## config.mk

```make
export PLATFORM = sky130hd
export DESIGN_NAME = buf_share_arb
export DESIGN_NICKNAME = d
export VERILOG_FILES = /design/src/rtl/buf_share_arb_pkg.sv /design/src/rtl/buf_share_arb_rr_pick.sv /design/src/rtl/buf_share_arb.sv
export SDC_FILE = /design/constraint.sdc
export NUM_CORES = 1
export LEC_CHECK = 0
export ABC_AREA = 1
export CAP_MARGIN = 20
export CORE_ASPECT_RATIO = 0.8
export CORE_MARGIN = 8
export CORE_UTILIZATION = 54
export CTS_BUF_LIST = sky130_fd_sc_hd__clkbuf_8
export CTS_CLUSTER_DIAMETER = 50
export DETAILED_ROUTE_END_ITERATION = 7
export GPL_TIMING_DRIVEN = 0
export PLACE_DENSITY = 0.82
export SLEW_MARGIN = 20
export SYNTH_ARGS = -nofsm -noshare
export SYNTH_HDL_FRONTEND = slang
export SYNTH_SLANG_ARGS = --single-unit
```

## constraint.sdc

```tcl
create_clock -name clk -period 2.89 [get_ports clk]
set_input_delay 0.578 -clock clk [delete_from_list [all_inputs] [get_ports clk]]
set_output_delay 0.578 -clock clk [all_outputs]
set_load 0.1 [all_outputs]
```

## src/rtl/buf_share_arb_pkg.sv

```systemverilog
// Shared definitions for the buffer-sharing arbiter: FSM encoding, default
// sizing and a one-hot to index helper.
package buf_pkg;

   typedef enum logic [1:0] {
      IDLE = 2'd0,
      OWN  = 2'd1,
      GAP  = 2'd2
   } state_t;

   localparam int DEF_N        = 4;
   localparam int DEF_MAX_HOLD = 16;

   // Supports up to 8 requesters; callers zero-extend narrower vectors.
   function automatic logic [2:0] oh2idx(input logic [7:0] oh);
      logic [2:0] idx;
      idx = '0;
      for (int i = 0; i < 8; i++) begin
         if (oh[i]) idx = 3'(i);
      end
      return idx;
   endfunction

endpackage

```

## src/rtl/buf_share_arb_rr_pick.sv

```systemverilog
// Combinational round-robin picker: first set request at or after i_ptr,
// wrapping at N, returned as a one-hot vector plus a valid flag.
module rr_pick
   import buf_pkg::*;
#(
   parameter int N  = DEF_N,
   parameter int IW = $clog2(N)
) (
   input  logic [N-1:0]  i_req,
   input  logic [IW-1:0] i_ptr,
   output logic [N-1:0]  o_pick,
   output logic          o_valid
);

   localparam int KW = IW + 1;

   logic [KW-1:0] w_idx;

   // One extra bit on the index so ptr+i can be wrapped for non power-of-2 N.
   always_comb begin
      o_pick  = '0;
      o_valid = 1'b0;
      w_idx   = '0;
      for (int i = 0; i < N; i++) begin
         w_idx = {1'b0, i_ptr} + KW'(i);
         if (w_idx >= KW'(N)) w_idx = w_idx - KW'(N);
         if (!o_valid && i_req[w_idx[IW-1:0]]) begin
            o_pick[w_idx[IW-1:0]] = 1'b1;
            o_valid               = 1'b1;
         end
      end
   end

endmodule

```

## src/rtl/buf_share_arb.sv

```systemverilog
// Round-robin controller that lends one shared buffer cell to N requesters,
// steering the owner's data bit to the buffer and bounding hold time.
module buf_share_arb
   import buf_pkg::*;
#(
   parameter int N        = DEF_N,
   parameter int MAX_HOLD = DEF_MAX_HOLD
) (
   input  logic         clk,
   input  logic         rst,
   input  logic [N-1:0] req,
   input  logic [N-1:0] done,
   input  logic [N-1:0] a_in,
   output logic [N-1:0] gnt,
   output logic         buf_a,
   output logic         buf_en,
   output logic         timeout,
   output state_t       dbg_state
);

   // Handshake: req is a level held while a requester wants the buffer; gnt
   // rises one cycle after req is seen in IDLE and stays until the owner
   // drops req, pulses done, or is forced off at MAX_HOLD cycles. Only the
   // owner's req/done bits are looked at while a grant is active.

   localparam int IW = $clog2(N);
   localparam int HW = $clog2(MAX_HOLD);

   state_t        r_state, w_state_nxt;
   logic [N-1:0]  r_gnt, w_gnt_nxt;
   logic          r_buf_a, w_buf_a_nxt;
   logic          r_buf_en, w_buf_en_nxt;
   logic          r_timeout, w_timeout_nxt;
   logic [IW-1:0] r_rr_ptr, w_rr_ptr_nxt;
   logic [IW-1:0] r_owner, w_owner_nxt;
   logic [HW-1:0] r_hold_cnt, w_hold_cnt_nxt;

   logic [N-1:0]  w_pick;
   logic          w_pick_valid;
   logic [IW-1:0] w_pick_idx;
   logic          w_own_done;
   logic          w_own_req;
   logic          w_hold_max;
   logic          w_release;

   rr_pick #(
      .N  (N),
      .IW (IW)
   ) u_rr_pick (
      .i_req   (req),
      .i_ptr   (r_rr_ptr),
      .o_pick  (w_pick),
      .o_valid (w_pick_valid)
   );

   assign w_pick_idx = IW'(oh2idx(8'(w_pick)));
   assign w_own_done = done[r_owner];
   assign w_own_req  = req[r_owner];
   assign w_hold_max = (r_hold_cnt == HW'(MAX_HOLD - 1));
   assign w_release  = w_own_done || !w_own_req || w_hold_max;

   always_comb begin
      w_state_nxt    = r_state;
      w_gnt_nxt      = r_gnt;
      w_buf_a_nxt    = 1'b0;
      w_buf_en_nxt   = 1'b0;
      w_timeout_nxt  = 1'b0;
      w_rr_ptr_nxt   = r_rr_ptr;
      w_owner_nxt    = r_owner;
      w_hold_cnt_nxt = r_hold_cnt;
      case (r_state)
         IDLE: begin
            w_gnt_nxt = '0;
            if (w_pick_valid) begin
               w_state_nxt    = OWN;
               w_gnt_nxt      = w_pick;
               w_owner_nxt    = w_pick_idx;
               w_hold_cnt_nxt = '0;
               w_buf_en_nxt   = 1'b1;
               w_buf_a_nxt    = a_in[w_pick_idx];
            end
         end
         OWN: begin
            if (w_release) begin
               w_state_nxt    = GAP;
               w_gnt_nxt      = '0;
               w_hold_cnt_nxt = '0;
               w_rr_ptr_nxt   = (r_owner == IW'(N - 1)) ? '0 : r_owner + 1'b1;
               // A cooperative release in the same cycle wins over the limit.
               w_timeout_nxt  = w_hold_max && !w_own_done && w_own_req;
            end else begin
               w_hold_cnt_nxt = r_hold_cnt + 1'b1;
               w_buf_en_nxt   = 1'b1;
               w_buf_a_nxt    = a_in[r_owner];
            end
         end
         GAP: begin
            w_state_nxt = IDLE;
            w_gnt_nxt   = '0;
         end
         default: begin
            w_state_nxt = IDLE;
            w_gnt_nxt   = '0;
         end
      endcase
   end

   always_ff @(posedge clk) begin
      if (rst) begin
         r_state    <= IDLE;
         r_gnt      <= '0;
         r_buf_a    <= 1'b0;
         r_buf_en   <= 1'b0;
         r_timeout  <= 1'b0;
         r_rr_ptr   <= '0;
         r_owner    <= '0;
         r_hold_cnt <= '0;
      end else begin
         r_state    <= w_state_nxt;
         r_gnt      <= w_gnt_nxt;
         r_buf_a    <= w_buf_a_nxt;
         r_buf_en   <= w_buf_en_nxt;
         r_timeout  <= w_timeout_nxt;
         r_rr_ptr   <= w_rr_ptr_nxt;
         r_owner    <= w_owner_nxt;
         r_hold_cnt <= w_hold_cnt_nxt;
      end
   end

   assign gnt       = r_gnt;
   assign buf_a     = r_buf_a;
   assign buf_en    = r_buf_en;
   assign timeout   = r_timeout;
   assign dbg_state = r_state;

endmodule

```

## Word-level counts from Yosys, hierarchy flattened

Index checks and enable logic that the tools add are counted.
Widths: inputs -> output; s select.

- Muxes and demuxes: 55
- Bitwise operators: 5
- Add/subtract/negate cells: 9
- Magnitude comparators: 14
- Reductions and logical operators: 23
- Equal/unequal tests: 5

Operator list:

| cell | number |
|---|---|
| $mux 4 | 8 |
| $mux 1 | 21 |
| $lt 2x3->1 const B | 6 |
| $mux 2 | 9 |
| $bmux 1 s2 | 8 |
| $pmux 4 s2 | 2 |
| $or 4x4->4 | 3 |
| $ge 3x3->1 const B | 3 |
| $logic_and 1x1->1 | 9 |
| $demux 1 s2 | 4 |
| $ge 2x1->1 const B | 4 |
| $reduce_and 2->1 | 4 |
| $sub 2x1->2 const B | 4 |
| $add 2x2->3 const B | 2 |
| $logic_not 1->1 | 5 |
| $add 4x1->4 const B | 1 |
| $eq 4x4->1 const B | 1 |
| $pmux 1 s2 | 2 |
| $pmux 2 s2 | 1 |
| $add 2x1->3 const B | 1 |
| $ge 2x3->1 const B | 1 |
| $reduce_or 3->1 | 1 |
| $add 2x1->2 const B | 1 |
| $eq 2x1->1 const B | 1 |
| other kinds (7) | 9 |

- Output and inout port bits: 9
- Register bits: 17

## Logic depth before layout (Yosys ltp)

Gate-level depths: netlist of the first run.

- Word-level depth: 21
- Depth in mapped cells: 16
- Mapped depth without buffers: 16

## Modules after synthesis

A second synthesis of the first run with hierarchy kept.

- Cell total of the unflattened synthesis: 191
- Area, all modules: 1328.8 µm²

Modules (own cells, without submodules):

| module | cells an instance | times used | area an instance (µm²) | sequential area each (µm²) |
|---|---|---|---|---|
| buf_share_arb | 115 | 1 | 904.6 | 340.3 |
| rr_pick | 76 | 1 | 424.2 | 0.0 |

## Worst setup path before layout of the first run

Ideal clock, no wire load.

- Kind: register to register
- From: reg r_rr_ptr[0]
- To: reg r_buf_a, in the netlist buf_a
- Setup slack: 860 ps
- Data required time: 2759 ps
- Arrival: 1900 ps
- Stages on the path, launching flop included: 15
- Clock period less this slack: 2030 ps
- Cell sequence: dfxtp_1 -> inv_2 -> ha_1 -> inv_1 -> nand3_1 -> nand2_1 -> nand2_2 -> nor2_4 -> nand3_1 -> nand2_2 -> nor2_2 -> nor2_1 -> nand2_1 -> nand3_1 -> a21oi_2

- Word-level cells in the longest chain between the ends: 21
- Elaborated cells on any way between the ends: 67
- Those cells by class: 7 x add/sub; 12 x order compare; 35 x mux; 3 x bitwise; 10 x reduce/logical

RTL lines:

| what | line | RTL |
|---|---|---|
| from (decl) | buf_share_arb.sv:34 | `logic [IW-1:0] r_rr_ptr, w_rr_ptr_nxt;` |
| from (signal assigned) | buf_share_arb.sv:124 | `r_rr_ptr <= w_rr_ptr_nxt;` |
| parallel branches: the longest is 19 deep, another holds $add 2x1->3 | - |  |
| $mux 1 (*) | buf_share_arb.sv:74 | `if (w_pick_valid) begin` |
| $pmux 1 s2 (*) | buf_share_arb.sv:71 | `case (r_state)` |
| to (signal assigned) | buf_share_arb.sv:121 | `r_buf_a <= w_buf_a_nxt;` |
| to (decl) | buf_share_arb.sv:31 | `logic r_buf_a, w_buf_a_nxt;` |

Every way passes the cells marked *. The select of a mux whose other input is x is not followed.
A chain may end at the register's enable or synchronous reset.

## Worst setup path after layout of the first run

- From: reg r_rr_ptr[0]
- To: reg r_hold_cnt[3]

- Word-level cells in the longest chain between the ends: 16
- Elaborated cells on any way between the ends: 35
- Those cells by class: 7 x add/sub; 4 x order compare; 1 x eq/ne; 16 x mux; 7 x reduce/logical

RTL lines:

| what | line | RTL |
|---|---|---|
| parallel branches: the longest is 13 deep, another holds $add 2x1->3 | - |  |
| $mux 1 (*) | buf_share_arb_rr_pick.sv:27 | `if (!o_valid && i_req[w_idx[IW-1:0]]) begin` |
| $ne 2x1->1 (no source line) (*) | - |  |
| $reduce_and 2->1 (no source line) (*) | - |  |
| to (signal assigned) | buf_share_arb.sv:126 | `r_hold_cnt <= w_hold_cnt_nxt;` |
| to (decl) | buf_share_arb.sv:36 | `logic [HW-1:0] r_hold_cnt, w_hold_cnt_nxt;` |

Marks and branches as above.

==> results of run 1 <==
-- critical path, stage by stage, from the launching register on --
cell and delay [ns]:
dfxtp_1 0.54, inv_2 0.19, ha_1 0.38, inv_1 0.11
nand3_1 0.08, nand2_1 0.15, nand2_2 0.11, nor2_4 0.12
nand3_1 0.12, o21bai_2 0.25, o21ai_0 0.13, nor3b_1 0.15
-- metal layers --
metal,global-route usage,vias up,share of wire
met5,0,-,0
met4,0.0321,0,0.0074
met3,0.0587,4,0.089
met2,0.249,50,0.43
met1,0.194,564,0.47
li1,-,682,-
-- cell usage after synthesis, drive strengths merged (2+ instances only) --
cell type and number:
nand2 57, o21ai 7, a21oi 16, nor3b 2, dfxtp 17, nor3 4
o31ai 2, nand3 26, nor2 19, inv 30, ha 8
-- per-stage QoR --
stage / power [mW] / std cells
3_3_place_gp: 1.38 / 241
6_report: 1.59 / 245
3_5_place_dp: 1.41 / 241
2_1_floorplan: 1.17 / 194
4_1_cts: 1.59 / 245
5_1_grt: 1.72 / 245
-- logic make-up after synthesis --
group / share of synthesized area
and+or+nand+nor: 0.413
buffers and inverters: 0.0994
AOI/OAI and AO/OA: 0.131
DFF: 0.276
adders and majority gates: 0.0811
-- sequential cells by signal, summed over array words and instances (netlist names) --
register    count
timeout         1
r_hold_cnt      4
buf_en          1
buf_a           1
r_owner         2
gnt             4
r_rr_ptr        2
dbg_state       2
-- cell type report --
class,instances,area [µm²]
multi-input combinational,145,771
inverter,31,119
buffer,1,3.75
clock inverter,1,5.00
tap,25,31.3
timing repair buffer,22,220
sequential,17,340
fill,187,627
clock buffer,3,41.3
-- power groups by stage --
stage | Clock [mW] | Combinational [mW] | Sequential [mW]
3_5_place_dp | 0 | 1.05 | 0.359
6_report | 0.176 | 1.06 | 0.356
4_1_cts | 0.180 | 1.05 | 0.355
5_1_grt | 0.191 | 1.16 | 0.366
2_1_floorplan | 0 | 0.564 | 0.607
3_3_place_gp | 0 | 1.02 | 0.357
-- worst max path at each step --
stage,slack (ns),endpoint,start
floorplan,0.86,buf_a,r_rr_ptr[0]
global placement,0.52,buf_a,req[2]
detailed placement,0.46,buf_a,req[3]
CTS,0.47,r_hold_cnt[3],r_rr_ptr[0]
global route,0.25,r_hold_cnt[3],r_rr_ptr[0]
finish,0.45,r_hold_cnt[3],r_rr_ptr[0]
==> impl_results.md, run 1 <==
- Outcome: completed
- Worst IR Drop VDD: 0.833 mV
- Final wirelength: 3.13 mm
- Die area: 0.00408 mm²
- Clk_lat worst skew: 0.25 ns
- Root Buffer: clkbuf_8
- P_int: 0.690 mW
- Clock skew: 0.00192 ns
- Initial antenna violation count: 0
- CP max FO: 10
- GRT Util Overall: 0.155
- Initial Utilization: 0.572
- Min Clock Period, post-route: 2.44 ns
- H-tree lvl count: 1
- Reg2reg start: r_rr_ptr[0]
- PortBufs: 22
- Gr ovfl total: 0
- Worst-margin pin slew: 0.988 ns
- Cell area after layout: 0.00153 mm²
- CTS clk-pin slew, worst paths: 0.06 ns
- Post-synth EDFFs: 0
- Part of the power in combinational logic: 0.666
- Area growth, synth to finish: 24.1%
- # rows: 15
- RR Endpoint: r_hold_cnt[3]
- RSZ-0062 raised after global routing: false
- Die width: 69.4 µm
- Pre-antenna DRT Iters: 4
- Post-CTS sizing: 0
- Antenna Cells: 0
- Clock power share: 0.111
- Avg WL per Cell: 12.8 µm
- Largest net degree at the start of global routing: 11
- Net Sw Power: 0.902 mW
- Cell count of the worst hold path: 2
- Via/cell ratio: 5.31
- Fmax: 409 MHz
- Pwr dens: 1040 mW/mm²
- Worst setup margin: 0.446 ns
- Kind of critical path: reg2reg
- Synth Flop Type: dfxtp_1
- Cell taking the most area after synthesis: dfxtp_1
- Nets: 243
- Final setup fails: 0
- Yosys Warn Count: 0
- Routed via count: 1300
- Setup TNS: 0 ns
- Main area contributors after synthesis: dfxtp_1 28%, nand2_1 15%, nand3_1 9.7%
- Max Cap Violations: 0
- # IOs: 23
- DRT iter0 DRCs: 129
- CTS Buffer Depth: 2
- Sw Ratio: 0.567
- Pre-CTS setup slack: 0.464 ns
- Yosys reg bits: 17
- Reg2Reg Depth: 11
- Worst hold path class: reg2reg
- Yosys top cell area share: 0.276
- LEAKAGE: 0.722 nW
- Core Box Area: 0.00216 mm²
- Vias in the first global route: 1227
- WP data arrival: 2.59 ns
- Syn nets: 216
- Reg power frac: 0.223
- Residual DRC: 0
- CP Capture Type: flop
- Final slew viol count: 0
- Flop2flop setup slack: 0.45 ns
- CTS tree: built
- Final GP Congestion: 0.923
- CTS Buf Count: 3
- Library cells used by synthesis: 25
- Hold Slack: 0.463 ns
- Min-Delay Startpoint: gnt[1]
- Mapped Area: 0.00123 mm²
- DP Area: 0.00149 mm²
- Asr flop ratio synth: 0
- Hold Vio Cnt, Final: 0
- # clock sinks: 17
- Req. time, crit path: 3.03 ns
- Most common cell after layout, fill and taps aside: nand2_1
- Share of cells above drive strength 1: 0.0955
- Synth Area per Inst: 6.36 µm²
- First-pass GRT wire length: 5.41 mm
- Most frequent cells in the layout: 50 x nand2_1, 28 x inv_1, 24 x nand3_1
- Slew HR: 0.339
- Antenna viol nets, final: 0
- Core Util, Final: 0.710
- CTS Hold Buffers Added: 0
- Post-synthesis instance total: 194
- Seq/Total Area, Yosys: 0.276
- Chip Height: 58.8 µm
- Final period util: 0.846
- CP Launch Type: flop
- HPWL after DPL: 2.48 mm
- Post-CTS Setup Bufs: 0
- Hold endpoint: gnt[1]
(Power assumes the default switching activity.)
==> inputs of run 2 (changes only) <==
==> constraint.sdc (replaced) <==
create_clock -name clk -period 2.3 [get_ports clk]
set_input_delay 0.46 -clock clk [delete_from_list [all_inputs] [get_ports clk]]
set_output_delay 0.46 -clock clk [all_outputs]
set_load 0.1 [all_outputs]
==> impl_results.md, run 2 (same netlist as run 1, synthesis figures left out) <==
- Via/cell ratio: 5.52
- Placed Cells: 241
- Residual DRC: 0
- P_int: 0.928 mW
- Die width: 69.4 µm
- Vias in the first global route: 1222
- Clock skew: 0.00155 ns
- Reg power frac: 0.217
- Clk_lat worst skew: 0.25 ns
- CTS Buffer Depth: 2
- Kind of critical path: reg2out
- Share of cells above drive strength 1: 0.140
- Hold Slack: 0.463 ns
- Multi-input logic area: 803 µm²
- CTS tree: built
- Sw Ratio: 0.558
- Hold Vio Cnt, Final: 0
- # clock sinks: 17
- Final wirelength: 3.23 mm
- Core Util, Final: 0.736
- Avg WL per Cell: 13.1 µm
- Worst-margin pin slew: 0.989 ns
- Clock power share: 0.106
- RSZ-0062 raised after global routing: false
- Cell area after layout: 0.00159 mm²
- Outcome: completed
- Pre-antenna DRT Iters: 4
- Slew HR: 0.339
- Antenna Cells: 0
- Initial Utilization: 0.572
- CTS Buf Count: 3
- Chip Height: 58.8 µm
- HPWL after DPL: 2.48 mm
- CP Capture Type: output pin
- Most frequent cells in the layout: 48 x nand2_1, 27 x inv_1, 23 x nand3_1
- Part of the power in combinational logic: 0.677
- H-tree lvl count: 1
- Flop2flop setup slack: 0.22 ns
- CP Buf/Inv Count: 1
- CTS clk-pin slew, worst paths: 0.06 ns
- Gr ovfl total: 0
- Min Clock Period, post-route: 2.18 ns
- DRT iter0 DRCs: 121
- Routed via count: 1364
- Worst setup margin: 0.120 ns
- Root Buffer: clkbuf_8
- CP Launch Type: flop
- Die area: 0.00408 mm²
- Most common cell after layout, fill and taps aside: nand2_1
- Worst path max stage delay: 1.14 ns
- Req. time, crit path: 1.84 ns
- DP Area: 0.00149 mm²
- Crit path cell chain: clkdlybuf4s50_1
- Final GP Congestion: 0.923
- Register cell area after layout: 345 µm²
- Core Box Area: 0.00216 mm²
- Pwr dens: 1320 mW/mm²
- Antenna viol nets, final: 0
- Setup TNS: 0 ns
- LEAKAGE: 0.765 nW
- Non-Filler Instances: 247
- PortBufs: 22
- Area growth, synth to finish: 28.8%
- Max stage delay cell, worst path: clkdlybuf4s50_1
- Worst hold path class: reg2reg
- Layout filler cell count: 178
- Initial antenna violation count: 0
- Largest net degree at the start of global routing: 11
- # rows: 15
- First-pass GRT wire length: 5.41 mm
- Nets: 245
- GRT Util Overall: 0.156
- # IOs: 23
- Final slew viol count: 0
- CP max FO: 1
- Final period util: 0.948
- Net Sw Power: 1.17 mW
- Fmax: 459 MHz
- Max Cap Violations: 0
- Power Total: 2.10 mW
- Final setup fails: 0
- Pre-CTS setup slack: -0.108 ns
- WP data arrival: 1.72 ns
- Family with the most delay on the worst path: buffers and inverters
- Worst IR Drop VDD: 1.10 mV
[run 2: cell types whose count changed in the layout (fill, tap and decap cells not counted), sizes merged]
cell,delta
buf,+2
clkdlybuf4s50,-2
dlymetal6s2s,+2
[run 2: worst paths after layout]
path / start / end / cells past startpoint
max reg2reg: r_rr_ptr[0] / buf_a / 14
min: gnt[1] / gnt[1] / 2
max: timeout / timeout / 1
min reg2reg: gnt[1] / gnt[1] / 2
[run 2: final cells by class]
| cell class | instances | share of cell area |
|---|---|---|
| buffer | 1 | 0.00236 |
| sequential | 17 | 0.217 |
| timing repair buffer | 24 | 0.151 |
| multi-input combinational | 145 | 0.506 |
| clock inverter | 1 | 0.00315 |
| clock buffer | 3 | 0.0260 |
| tap | 25 | 0.0197 |
| inverter | 31 | 0.0748 |
[run 2: power by group through the flow]
stage | sequential [mW] | combinational [mW] | clock (mW)
3_3_place_gp | 0.448 | 1.28 | 0
2_1_floorplan | 0.763 | 0.709 | 0
5_1_grt | 0.468 | 1.55 | 0.240
3_5_place_dp | 0.452 | 1.32 | 0
6_report | 0.456 | 1.42 | 0.222
4_1_cts | 0.449 | 1.33 | 0.226
[run 2: what timing repair did]
| action | in CTS | in global routing |
|---|---|---|
| resized for setup | 2 | 10 |
| pin swaps | 0 | 0 |
| setup endpoints to repair | 6 | 8 |
| setup buffers | 0 | 2 |
| hold buffers | 0 | 0 |
[run 2: layer usage]
| metal | vias to the layer above | track usage | wire, µm | part of all wire |
|---|---|---|---|---|
| met4 | 0 | 0.0321 | 32 | 0.0099 |
| met5 | - | 0 | 0 | 0 |
| met3 | 6 | 0.0587 | 296 | 0.092 |
| met2 | 60 | 0.248 | 1450 | 0.45 |
| li1 | 685 | - | - | - |
| met1 | 613 | 0.195 | 1450 | 0.45 |
==> inputs of run 3 (changes only) <==
--- a/config.mk
+++ b/config.mk
@@ -13,6 +13,7 @@
 export CTS_BUF_LIST = sky130_fd_sc_hd__clkbuf_8
 export CTS_CLUSTER_DIAMETER = 50
 export DETAILED_ROUTE_END_ITERATION = 7
+export GPL_ROUTABILITY_DRIVEN = 0
 export GPL_TIMING_DRIVEN = 0
 export PLACE_DENSITY = 0.82
 export SLEW_MARGIN = 20
==> constraint.sdc (replaced) <==
create_clock -name clk -period 2.2 [get_ports clk]
set_input_delay 0.44 -clock clk [delete_from_list [all_inputs] [get_ports clk]]
set_output_delay 0.44 -clock clk [all_outputs]
set_load 0.1 [all_outputs]
==> impl_results.md, run 3 (same netlist as run 1, synthesis figures left out) <==
- Antenna viol nets, final: 0
- Most frequent cells in the layout: 48 x nand2_1, 27 x inv_1, 23 x nand3_1
- Clk_lat worst skew: 0.25 ns
- Hold Vio Cnt, Final: 0
- Vias in the first global route: 1231
- Residual DRC: 0
- Root Buffer: clkbuf_8
- HPWL after DPL: 2.48 mm
- Sw Ratio: 0.564
- RSZ-0062 raised after global routing: false
- Min Clock Period, post-route: 2.16 ns
- RR Endpoint: buf_a
- Final slew viol count: 0
- Avg WL per Cell: 13.2 µm
- Flop2flop setup slack: 0.17 ns
- WP data arrival: 1.72 ns
- Cell count of the worst hold path: 2
- Fmax: 463 MHz
- Placed Cells: 241
- Req. time, crit path: 1.76 ns
- Slew HR: 0.347
- CTS tree: built
- DRT iter0 DRCs: 113
- LEAKAGE: 0.756 nW
- Crit path cell chain: clkdlybuf4s50_1
- CTS Buffer Depth: 2
- Nets: 244
- Final period util: 0.981
- Core Box Area: 0.00216 mm²
- GRT Util Overall: 0.157
- Hold Slack: 0.461 ns
- Die width: 69.4 µm
- Reg power frac: 0.220
- Pre-antenna DRT Iters: 5
- Reg2reg start: r_rr_ptr[1]
- Outcome: completed
- Clock skew: 0.00221 ns
- Routed via count: 1370
- Worst IR Drop VDD: 1.13 mV
- Die area: 0.00408 mm²
- Max Cap Violations: 0
- Area growth, synth to finish: 28.0%
- CTS Buf Count: 3
- Min-Delay Startpoint: gnt[1]
- Worst-margin pin slew: 0.978 ns
- PortBufs: 22
- Most common cell after layout, fill and taps aside: nand2_1
- Non-Filler Instances: 246
- Antenna Cells: 0
- CP Buf/Inv Count: 1
- Clock power share: 0.107
- # rows: 15
- Initial antenna violation count: 0
- CP Capture Type: output pin
- DP Area: 0.00149 mm²
- Initial Utilization: 0.572
- Setup TNS: 0 ns
- Layout filler cell count: 181
- Part of the power in combinational logic: 0.673
- Max stage delay cell, worst path: clkdlybuf4s50_1
- Largest net degree at the start of global routing: 11
- Kind of critical path: reg2out
- Share of cells above drive strength 1: 0.136
- Net Sw Power: 1.23 mW
- Hold endpoint: gnt[1]
- Pwr dens: 1380 mW/mm²
- Via/cell ratio: 5.57
- Final wirelength: 3.26 mm
- First-pass GRT wire length: 5.46 mm
- P_int: 0.949 mW
- Worst hold path class: reg2reg
- CP Launch Type: flop
- Family with the most delay on the worst path: buffers and inverters
- Chip Height: 58.8 µm
- H-tree lvl count: 1
- CTS clk-pin slew, worst paths: 0.07 ns
- Cell area after layout: 0.00158 mm²
- Gr ovfl total: 0
- Reg2Reg Depth: 15
- Final setup fails: 0
- CP max FO: 2
- # IOs: 23
- # clock sinks: 17
- Worst path max stage delay: 1.13 ns
run 3: cell count changes in the layout (fill, tap and decap cells not counted), sizes merged:
cell / change
dlygate4sd2: +2
buf: -1
clkdlybuf4s50: -1
dlymetal6s2s: -1
run 3: what timing repair did:
action,4_1_cts,5_1_grt
endpoints found under the setup margin,12,11
pin swaps,0,1
hold buffers,0,0
resized for setup,7,7
setup buffers,0,1
run 3: how the worst max path moves through the flow:
stage,start,endpoint,slack [ns],cells past startpoint
6_report,gnt[0],gnt[0],0.04,1
3_5_place_dp,r_rr_ptr[0],r_hold_cnt[3],-0.21,11
3_3_place_gp,r_rr_ptr[0],buf_a,-0.12,14
5_1_grt,gnt[2],gnt[2],0.006,1
2_1_floorplan,r_rr_ptr[0],buf_a,0.17,14
4_1_cts,r_rr_ptr[1],r_hold_cnt[3],-0.007,11
run 3: power groups by stage:
| stage | Sequential (mW) | Combinational (mW) | Clock (mW) |
|---|---|---|---|
| floorplan | 0.798 | 0.741 | 0 |
| global placement | 0.469 | 1.34 | 0 |
| detailed placement | 0.472 | 1.38 | 0 |
| CTS | 0.474 | 1.39 | 0.236 |
| global route | 0.492 | 1.60 | 0.252 |
| finish | 0.479 | 1.46 | 0.233 |
run 3: cell type report:
type / instances / area (µm²) / share of cell area
inverters: 31 / 121 / 0.0769
clock buffers: 3 / 41.3 / 0.0261
clock inverters: 1 / 5.00 / 0.00317
multi-input cells: 145 / 803 / 0.509
well taps: 25 / 31.3 / 0.0198
plain buffers: 1 / 3.75 / 0.00238
flip-flops and latches: 17 / 345 / 0.219
repair buffers: 23 / 228 / 0.144
run 3: stage by stage:
stage / worst slack, ns / util / total power [mW]
after global placement: -0.116 / 0.688 / 1.81
after global routing: 0.00632 / 0.732 / 2.34
final: 0.0419 / 0.732 / 2.18
after floorplan: 0.170 / - / 1.54
after detailed placement: -0.208 / 0.688 / 1.85
after CTS: -0.00672 / 0.715 / 2.10
run 3: layer usage:
layer	vias to the layer above	wire, µm	GRT usage
met5	-	0	0
met4	0	38	0.0379
met3	8	296	0.0604
met2	64	1430	0.248
met1	615	1490	0.195
li1	683	-	-
